`src/rtl/strided_range_counter.sv`:
```
// Strided range counter: walks start..end (inclusive) in a programmable stride,
// presenting each value on a valid/ready stream with stop-at-end or wrap modes.
module strided_range_counter #(
    parameter int unsigned Bits     = 8,
    parameter int unsigned PassBits = 8
) (
    input  logic                clk_i,
    input  logic                rst_ni,
    input  logic                load_i,
    input  logic [Bits-1:0]     start_val_i,
    input  logic [Bits-1:0]     end_val_i,
    input  logic [Bits-1:0]     step_i,
    input  logic                wrap_i,
    input  logic                ready_i,
    output logic [Bits-1:0]     count_o,
    output logic                valid_o,
    output logic                last_o,
    output logic                done_o,
    output logic                wrap_o,
    output logic [PassBits-1:0] passes_o,
    output logic                cfg_err_o
);

    typedef enum logic [1:0] {
        IDLE = 2'd0,
        RUN  = 2'd1,
        DONE = 2'd2
    } state_e;

    state_e                state_q, state_d;
    logic [Bits-1:0]       count_q, count_d;
    logic [PassBits-1:0]   passes_q, passes_d;
    logic [Bits-1:0]       start_q, start_d;
    logic [Bits-1:0]       end_q, end_d;
    logic [Bits-1:0]       step_q, step_d;
    logic                  wrap_mode_q, wrap_mode_d;
    logic                  wrap_pulse_q, wrap_pulse_d;
    logic                  cfg_err_q, cfg_err_d;
    logic                  valid_q, done_q;

    logic [Bits-1:0]       eff_step_c;
    logic [Bits:0]         sum_c;
    logic                  last_c;
    logic                  accept_c;

    // Next value is formed one bit wider so a carry can never alias back below end.
    assign eff_step_c = (step_q == '0) ? Bits'(1) : step_q;
    assign sum_c      = {1'b0, count_q} + {1'b0, eff_step_c};
    assign last_c     = valid_q && (sum_c > {1'b0, end_q});
    assign accept_c   = valid_q && ready_i && !load_i;

    // Next-state and datapath update; load takes priority over accept.
    always_comb begin
        state_d      = state_q;
        count_d      = count_q;
        passes_d     = passes_q;
        start_d      = start_q;
        end_d        = end_q;
        step_d       = step_q;
        wrap_mode_d  = wrap_mode_q;
        wrap_pulse_d = 1'b0;
        cfg_err_d    = 1'b0;

        if (load_i) begin
            if (end_val_i < start_val_i) begin
                cfg_err_d = 1'b1;
                state_d   = IDLE;
            end else begin
                start_d     = start_val_i;
                end_d       = end_val_i;
                step_d      = step_i;
                wrap_mode_d = wrap_i;
                count_d     = start_val_i;
                passes_d    = '0;
                state_d     = RUN;
            end
        end else if (accept_c) begin
            if (!last_c) begin
                count_d = sum_c[Bits-1:0];
            end else begin
                passes_d = (passes_q == '1) ? passes_q : passes_q + PassBits'(1);
                if (wrap_mode_q) begin
                    count_d      = start_q;
                    wrap_pulse_d = 1'b1;
                end else begin
                    state_d = DONE;
                end
            end
        end
    end

    always_ff @(posedge clk_i or negedge rst_ni) begin
        if (!rst_ni) begin
            state_q      <= IDLE;
            count_q      <= '0;
            passes_q     <= '0;
            start_q      <= '0;
            end_q        <= '0;
            step_q       <= '0;
            wrap_mode_q  <= 1'b0;
            wrap_pulse_q <= 1'b0;
            cfg_err_q    <= 1'b0;
            valid_q      <= 1'b0;
            done_q       <= 1'b0;
        end else begin
            state_q      <= state_d;
            count_q      <= count_d;
            passes_q     <= passes_d;
            start_q      <= start_d;
            end_q        <= end_d;
            step_q       <= step_d;
            wrap_mode_q  <= wrap_mode_d;
            wrap_pulse_q <= wrap_pulse_d;
            cfg_err_q    <= cfg_err_d;
            valid_q      <= (state_d == RUN);
            done_q       <= (state_d == DONE);
        end
    end

    assign count_o   = count_q;
    assign valid_o   = valid_q;
    assign last_o    = last_c;
    assign done_o    = done_q;
    assign wrap_o    = wrap_pulse_q;
    assign passes_o  = passes_q;
    assign cfg_err_o = cfg_err_q;

endmodule

```
`config.mk`:
```
export PLATFORM = sky130hd
export DESIGN_NAME = strided_range_counter
export DESIGN_NICKNAME = d
export VERILOG_FILES = /design/src/rtl/strided_range_counter.sv
export SDC_FILE = /design/constraint.sdc
export NUM_CORES = 1
export LEC_CHECK = 0
export BUFFER_PORTS_ARGS = -buffer_cell sky130_fd_sc_hd__buf_2
export CAP_MARGIN = 25
export CORE_ASPECT_RATIO = 0.75
export CORE_MARGIN = 4
export CORE_UTILIZATION = 50
export CTS_BUF_LIST = sky130_fd_sc_hd__clkbuf_2
export DETAILED_ROUTE_END_ITERATION = 10
export PLACE_DENSITY = 0.73
export REMOVE_ABC_BUFFERS = 1
export SETUP_SLACK_MARGIN = 0.3
export SLEW_MARGIN = 25
export SYNTH_ARGS = -nofsm -noshare
export SYNTH_HDL_FRONTEND = slang
export SYNTH_SLANG_ARGS = --single-unit
```
`constraint.sdc`:
```
create_clock -name clk_i -period 8.6 [get_ports clk_i]
set_input_delay 1.72 -clock clk_i [delete_from_list [all_inputs] [get_ports clk_i]]
set_output_delay 1.72 -clock clk_i [all_outputs]
set_load 0.005 [all_outputs]
```
==> impl_metrics.json, run 1 <==
{
  "io_pins": 50,
  "p_per_area_nw_per_um2": 343.7,
  "slew_violations": 0,
  "clock.fmax_ghz": 0.1738,
  "yosysSeqAreaShare_pct": 41.25,
  "cts-root-buf": "clkbuf_2",
  "antenna_found_initial": 0,
  "async_flop_share_pct": 100.0,
  "max_slew_margin_pct": 57.69,
  "drtAntennaViolNets": 0,
  "setup_violations": 0,
  "synth-seq-cells": 47,
  "synth_edf_count": 0,
  "cp_cell_sequence": "nor3_1 > a21o_1 > ha_1 > fa_1 > a211oi_2 > nor2_2 > o21ai_0 > xnor2_1 > ha_1 > a22oi_1 > nand2_1 > o211ai_2 > a31oi_4 > buf_2",
  "yosys.cell_types.count": 51,
  "cp_common_cell": "ha_1",
  "endpoint_kind": "primary output",
  "portBuffers": 49,
  "dr_wl_met2_um": 2775,
  "synth_most_common_cell": "dfrtp_1",
  "path_max_fanout": 14,
  "cts.sinks": 47,
  "power.leakage_nw": 1.479,
  "wl_met1_um": 3220,
  "highest_layer": "met4",
  "fin_nets": 372,
  "drt_pass1_iterations": 4,
  "htree_levels": 2,
  "synth_area_leaders": "dfrtp_1, ha_1, mux2_2, mux2i_1, mux2_1",
  "placedCellCount": 386,
  "fin_util_pct": 58.43,
  "fin_crit_sh_pct": 66.91,
  "fp.dieH_um": 73.40,
  "dieArea_um2": 6988,
  "finalSetupTns_ps": 0,
  "skew_ps": 37.38,
  "critPathArrivalTime_ps": 4030,
  "cts_inserted_buffers": 5,
  "path_class": "register to primary output",
  "status": "completed",
  "hold_buffers": 0,
  "hold_path.class": "register to register",
  "wirelength_um": 6460,
  "clock_path_buffers": 2,
  "grt_pass1_wl_um": 10830,
  "rsz0062_at_grt": "false",
  "initial_core_util_pct": 52.43,
  "synthCells": 272,
  "crit_path_top_delay_cell": "dfrtp_1",
  "synth_top_area_cell": "dfrtp_1",
  "track_usage_pct": 20.18,
  "cts_tree": "built",
  "clk_latency_ps": 440,
  "postCtsSetupRepairBufs": 0,
  "min_period_ps": 5754,
  "cpPeakStageDelay_ps": 470,
  "wl_met3_um": 411,
  "drtIter0Drc": 139,
  "gp_congestion": 0.8657,
  "die_w_um": 95.20,
  "ys.flop_type": "dfrtp_1",
  "cts_resized": 0,
  "place_area_um2": 3133,
  "hold_viol": 0,
  "row_count": 23,
  "syn2layout_area_growth_pct": 11.45,
  "ys_warn_count": 0,
  "r2r_slack_ps": 4510,
  "drive_above_1_share_pct": 26.02,
  "grt_pass1_vias": 2134,
  "yosys.area.top_type_share_pct": 41.25,
  "ir_drop_mv": 0.2024,
  "maxCapViolCount": 0,
  "dpl.hpwl_um": 4997,
  "syn_avg_cell_area_um2": 10.48,
  "worstMarginPinSlew_ps": 634.7,
  "viasPerCell": 5.607,
  "grt_remaining_overflow": 0,
  "wl_per_cell_um": 16.40,
  "antenna_cells": 0,
  "start_kind": "register",
  "drc": 0,
  "design_area_um2": 3178,
  "grt_max_degree": 54,
  "synth_area_um2": 2851,
  "vias": 2209,
  "cp.required_ps": 6880,
  "core_um2": 5439,
  "clk_pin_slew_worst_paths_ps": 220,
  "ys_top_cells_by_count": "dfrtp_1, ha_1, inv_1",
  "final_cells": 394
}
## worst paths after layout
kind | start | to | cells after the start
worst max register to register | step_q[1] | count_o[7] | 16
max in group asynchronous | rst_ni | start_q[5] | 2
worst max-delay path | step_q[1] | last_o | 14
worst min-delay path | step_q[0] | step_q[0] | 1
min in group asynchronous | rst_ni | end_q[6] | 1
worst min register to register | step_q[0] | step_q[0] | 1
## power breakdown
group | switching, mW | internal [mW] | leakage [nW]
clock network | 0.0744 | 0.0196 | 0.0266
registers | 0.0567 | 0.281 | 0.572
logic | 0.373 | 0.288 | 0.881
total | 0.504 | 0.589 | 1.48
## sequential cells by signal, summed over array words and instances, names as in the netlist
name and flops:
wrap_o 1, state_q 2, wrap_mode_q 1, start_q 8
end_q 8, step_q 8, cfg_err_o 1, passes_o 8
valid_o 1, count_o 8, done_o 1
## layer usage
| layer | vias up | global-route usage, % |
|---|---|---|
| met5 | - | 0 |
| met2 | 58 | 29.64 |
| met4 | 0 | 4.320 |
| li1 | 1073 | - |
| met3 | 7 | 3.889 |
| met1 | 1071 | 30.79 |
## cell usage in the layout (no fill, tap or decap), types with 2 or more instances in the layout
cell type | netlist | routed
a21o_1 | 3 | 3
o22ai_1 | 2 | 2
and3_1 | 3 | 3
o211ai_1 | 2 | 2
clkbuf_2 | 0 | 5
o2bb2ai_1 | 3 | 3
xor2_1 | 5 | 5
nand2_1 | 14 | 14
o21a_1 | 3 | 3
buf_2 | 2 | 49
nor2_2 | 3 | 3
a21oi_1 | 10 | 10
a22oi_1 | 2 | 2
o221ai_1 | 3 | 3
dfrtp_1 | 47 | 47
xnor2_1 | 5 | 5
inv_1 | 20 | 20
o21ai_1 | 7 | 7
nand3_1 | 10 | 10
mux2_2 | 10 | 10
ha_1 | 24 | 24
a211oi_1 | 5 | 5
nor3_1 | 4 | 4
mux2i_1 | 8 | 8
mux2_1 | 7 | 7
o211ai_2 | 2 | 2
nor2_1 | 19 | 19
or2_2 | 3 | 3
nand4_1 | 4 | 4
o21ai_0 | 12 | 12
nand2b_1 | 2 | 2
## cell families (layout without fill, tap and decap cells)
group           after synthesis  in the layout  synth area share, %
compound gates               67             67                18.25
xor+xnor                     10             10                3.071
fa+ha+maj                    25             25                11.23
buf+inv                      32             79                5.616
flops                        47             47                41.25
mux                          25             25                9.522
simple gates                 66             66                11.06
## area by class of cell
cell class                 instances  area, um2
clock inverter                     3      20.02
multi-input combinational        193       1515
fill                             494       2261
timing repair buffer              51      272.8
sequential                        47       1176
inverter                          20      75.07
tap                               75      93.84
clock buffer                       5      25.02
## worst max-delay path: cells and delay by family, from the launching register on
kind	cells	cell delay, ps
AND/OR/NAND/NOR	3	250
flip-flops	1	470
buffers and inverters	1	240
XOR/XNOR	1	200
AO/OA/AOI/OAI	6	1490
adder cells (fa/ha/maj)	3	970
## per-stage QoR
| stage | total power, mW | setup WS [ps] | hold WS (ps) |
|---|---|---|---|
| global route | 1.194 | 2600 | 563.9 |
| floorplan | 0.8178 | 3934 | 457.9 |
| finish | 1.092 | 2846 | 530.7 |
| CTS | 1.091 | 2867 | 536.8 |
| detailed placement | 0.9959 | 3368 | 490.4 |
| global placement | 0.9662 | 3534 | 481.4 |
Power figures use the tool's default switching activity.
==> run 2, diff against run 1 <==
- clock period: 8.6 -> 5.9 ns (I/O delays scaled with it)
==> run 2 against run 1 <==
Setup slack lost 2100 ps. Sequential cell count is the same. Clock skew decreased by 5.6 ps. Cell count shrank 0.25%. Sequential share of layout area increased by 0.21 points. Routed wire length increased by 1.3%. Hold slack better by 1.0 ps. Via count decreased by 0.36%. Global-route usage about the same. Non-clock buffer count shrank 1. Critical endpoint unchanged. Largest power group unchanged.
==> impl_metrics.json, run 2 (same netlist as run 1, synthesis figures left out) <==
{
  "fin_ws_ps": 709.9,
  "core_um2": 5439,
  "cts-root-buf": "clkbuf_2",
  "wirelength_um": 6542,
  "hold_ws_ps": 531.7,
  "cp.required_ps": 4720,
  "startpoint": "step_q[1]",
  "initial_core_util_pct": 52.43,
  "clk_pin_slew_worst_paths_ps": 240,
  "grt_remaining_overflow": 0,
  "gp_congestion": 0.8598,
  "fin_util_pct": 58.11,
  "drt_pass1_iterations": 4,
  "antenna_found_initial": 0,
  "row_count": 23,
  "worstMarginPinSlew_ps": 597.3,
  "drtIter0Drc": 176,
  "p_clk_share_pct": 8.8,
  "max_slew_margin_pct": 60.18,
  "hold_viol": 0,
  "comb_power_share_pct": 60.2,
  "fp.dieH_um": 73.40,
  "status": "completed",
  "place_ws_ps": 1234,
  "clk_latency_ps": 440,
  "hold_path.class": "register to register",
  "rr_startpoint": "step_q[1]",
  "rsz0062_at_grt": "false",
  "grt_pass1_vias": 2172,
  "dpl.hpwl_um": 4966,
  "path_max_fanout": 14,
  "fin_nets": 371,
  "htree_levels": 2,
  "syn2layout_area_growth_pct": 10.84,
  "cts_inserted_buffers": 5,
  "p_int_mw": 0.8563,
  "endpoint_kind": "primary output",
  "setup_violations": 0,
  "crit_end": "last_o",
  "maxCapViolCount": 0,
  "final_common_cell": "buf_2",
  "dieArea_um2": 6988,
  "clock.fmax_ghz": 0.1927,
  "clock_path_buffers": 2,
  "viasPerCell": 5.601,
  "min_period_ps": 5190,
  "vias": 2201,
  "reg2reg_to": "count_o[2]",
  "grt_pass1_wl_um": 10790,
  "r2r_slack_ps": 1810,
  "cts_tree": "built",
  "track_usage_pct": 20.20,
  "cts_resized": 0,
  "swShare_pct": 45.95,
  "fin_crit_sh_pct": 87.97,
  "start_kind": "register",
  "slew_violations": 0,
  "grt_max_degree": 48,
  "cts.sinks": 47,
  "drtAntennaViolNets": 0,
  "drive_above_1_share_pct": 26.10,
  "ir_drop_mv": 0.3001,
  "switchingPower_mw": 0.7281,
  "hold_buffers": 0,
  "antenna_cells": 0,
  "drc": 0,
  "power.leakage_nw": 1.469,
  "critPathArrivalTime_ps": 4010,
  "portBuffers": 49,
  "die_w_um": 95.20,
  "wl_per_cell_um": 16.65,
  "rr_worst_depth": 16,
  "final_cell_mix": "buf_2, dfrtp_1, ha_1",
  "skew_ps": 31.83,
  "io_pins": 50,
  "postCtsSetupRepairBufs": 0,
  "seqPwrFrac_pct": 31.0,
  "p_per_area_nw_per_um2": 501.3,
  "finalSetupTns_ps": 0,
  "path_class": "register to primary output"
}
run 2: changes by cell type in the layout (fill, tap and decap cells not counted):
cell / delta
buf_4: +1
clkinvlp_4: +1
buf_2: -1
clkinv_2: +1
clkinv_4: -1
clkinv_1: -1
buf_12: -1
run 2: layer usage:
metal | vias up | GRT usage, % | share of wire [%]
li1 | 1078 | - | -
met1 | 1049 | 30.93 | 51
met2 | 65 | 27.93 | 41
met3 | 9 | 4.606 | 6.4
met4 | 0 | 6.400 | 1.2
met5 | - | 0 | 0
run 2: final cells by class:
class | instances | area (um2)
Clock buffer | 5 | 25.02
Clock inverter | 3 | 20.02
Fill cell | 495 | 2278
Inverter | 20 | 75.07
Multi-Input combinational cell | 193 | 1515
Sequential cell | 47 | 1176
Tap cell | 75 | 93.84
Timing Repair Buffer | 50 | 255.2
run 2: worst min-delay path by stage:
stage               cells past startpoint       start         end  slack [ps]
floorplan                               1  start_q[4]  start_q[4]         460
global placement                        1   step_q[0]   step_q[0]         480
CTS                                     1   step_q[0]   step_q[0]         540
finish                                  1   step_q[0]   step_q[0]         530
detailed placement                      1  start_q[6]  start_q[6]         480
global route                            1  start_q[6]  start_q[6]         560
run 2: power groups by stage:
stage	Combinational (mW)	Sequential, mW	Clock (mW)
after detailed placement	0.947	0.496	0
after CTS	0.953	0.490	0.143
after global placement	0.914	0.495	0
after floorplan	0.717	0.475	0
final	0.954	0.491	0.139
after global routing	1.06	0.503	0.160
run 2: stage by stage:
step | std cells | instance area, um2 | total power, mW
detailed placement | 385 | 3115 | 1.443
global placement | 385 | 3113 | 1.409
CTS | 393 | 3161 | 1.586
finish | 393 | 3161 | 1.584
global route | 393 | 3161 | 1.726
floorplan | 260 | 2766 | 1.192
run 2: critical path, cell delays in order, from the launching register on:
cell and delay, ps:
dfrtp_1 470, nor3_1 80, a21o_1 180, ha_1 210, fa_1 450, a211oi_2 260, nor2_2 90, o21ai_0 220
xnor2_1 190, ha_1 310, a22oi_1 190, nand2_1 90, o211ai_2 310, a31oi_4 300, buf_2 230
==> run 3, diff against run 2 <==
- CTS_BUF_LIST: sky130_fd_sc_hd__clkbuf_2 -> sky130_fd_sc_hd__clkbuf_16
- CTS_CLUSTER_DIAMETER: unset -> 40
==> run 3 against run 2 <==
Sequential power about the same. Clock power is 100% higher. Fmax rose by 3.9%. Utilization rose by 1.8 points. Total power increased by 9.5%. Largest cell class unchanged. Die area unchanged. Sequential cell count did not move. Sequential share of layout area shrank 1.1 points. Final area increased by 3.2%. Clock skew is 25 ps lower.
==> impl_metrics.json, run 3 (same netlist as run 1, synthesis figures left out) <==
{
  "status": "completed",
  "clock.fmax_ghz": 0.2003,
  "drt_pass1_iterations": 4,
  "fin_ws_ps": 906.6,
  "fin_crit_sh_pct": 84.63,
  "clk_latency_ps": 290,
  "endpoint_kind": "primary output",
  "postCtsSetupRepairBufs": 0,
  "path_max_fanout": 14,
  "grt_max_degree": 48,
  "syn2layout_area_growth_pct": 14.35,
  "max_slew_margin_pct": 59.75,
  "placedCellCount": 385,
  "cts-root-buf": "clkbuf_16",
  "p_per_area_nw_per_um2": 532.1,
  "track_usage_pct": 20.13,
  "path_class": "register to primary output",
  "htree_levels": 2,
  "worst_hold_path.num_cells": 1,
  "viasPerCell": 5.646,
  "critPathArrivalTime_ps": 3810,
  "portBuffers": 49,
  "critPathBufInv": 1,
  "clock_path_buffers": 2,
  "start_kind": "register",
  "finalSetupTns_ps": 0,
  "drtIter0Drc": 158,
  "vias": 2219,
  "rsz0062_at_grt": "false",
  "grt_remaining_overflow": 0,
  "rr_worst_depth": 16,
  "dieArea_um2": 6988,
  "power_mw": 1.735,
  "fin_util_pct": 59.95,
  "r2r_slack_ps": 1830,
  "skew_ps": 7.069,
  "cpPeakStageDelay_ps": 450,
  "dpl.hpwl_um": 4966,
  "clk_pin_slew_worst_paths_ps": 70,
  "gp_congestion": 0.8598,
  "grt_pass1_vias": 2168,
  "hold_start": "step_q[0]",
  "cts_resized": 0,
  "final_cell_mix": "buf_2, dfrtp_1, ha_1",
  "reg2reg_to": "count_o[7]",
  "drc": 0,
  "worstMarginPinSlew_ps": 603.7,
  "fp.dieH_um": 73.40,
  "fill_cells": 489,
  "hold_buffers": 0,
  "grt_pass1_wl_um": 10810,
  "cts_tree": "built",
  "cp.required_ps": 4720,
  "place_area_um2": 3115,
  "cp_common_cell": "ha_1",
  "crit_path_top_delay_cell": "fa_1",
  "hold_viol": 0,
  "hold_ws_ps": 496.5,
  "cts_inserted_buffers": 5,
  "hold_end": "step_q[0]",
  "io_pins": 50,
  "drtAntennaViolNets": 0,
  "cp_cell_sequence": "nor3_1 > a21o_1 > ha_1 > fa_1 > a211oi_2 > nor2_2 > o21ai_0 > xnor2_1 > ha_1 > a22oi_1 > nand2_1 > o211ai_2 > a31oi_4 > buf_2",
  "wirelength_um": 6618,
  "antenna_cells": 0,
  "initial_core_util_pct": 52.43,
  "die_w_um": 95.20,
  "ir_drop_mv": 0.3245,
  "min_period_ps": 4993,
  "antenna_found_initial": 0,
  "slew_violations": 0,
  "design_area_um2": 3261,
  "hold_path.class": "register to register",
  "setup_violations": 0,
  "crit_family": "compound AO/OA/AOI/OAI gates",
  "cts.sinks": 47,
  "power.leakage_nw": 1.510,
  "rr_startpoint": "step_q[1]",
  "row_count": 23,
  "final_cells": 393,
  "place_ws_ps": 1234,
  "maxCapViolCount": 0,
  "drive_above_1_share_pct": 26.10,
  "core_um2": 5439,
  "wl_per_cell_um": 16.84,
  "final_common_cell": "buf_2",
  "fin_nets": 371
}
[run 3: cell types whose count changed in the layout (fill, tap and decap cells not counted)]
cell | before | now
clkbuf_16 | 0 | 5
clkbuf_2 | 5 | 0
[run 3: power by group]
part	leakage, nW	total, mW	internal, mW	switching [mW]
clock	0.0658	0.284	0.156	0.128
combinational	0.872	0.958	0.418	0.540
sequential	0.572	0.493	0.412	0.0810
[run 3: area by class of cell]
cell class,instances,area [um2],area share [%]
Inverter,20,75.07,2.302
Multi-Input combinational cell,193,1515,46.47
Sequential cell,47,1176,36.07
Timing Repair Buffer,50,255.2,7.828
Clock inverter,3,20.02,0.6140
Clock buffer,5,125.1,3.837
Tap cell,75,93.84,2.878
[run 3: how the worst max path moves through the flow]
| stage | end | slack [ps] | depth (start not counted) | from |
|---|---|---|---|---|
| floorplan | last_o | 1770 | 13 | step_q[1] |
| CTS | last_o | 910 | 14 | step_q[1] |
| finish | last_o | 910 | 14 | step_q[1] |
| global placement | last_o | 1380 | 14 | step_q[1] |
| detailed placement | last_o | 1230 | 14 | step_q[1] |
| global route | last_o | 740 | 14 | step_q[1] |
[run 3: metal layers]
layer | vias to the layer above | share of wire (%) | GRT usage [%]
li1 | 1072 | - | -
met1 | 1066 | 50 | 31.26
met2 | 74 | 42 | 28.01
met3 | 7 | 6.8 | 3.992
met4 | 0 | 0.83 | 5.920
met5 | - | 0 | 0
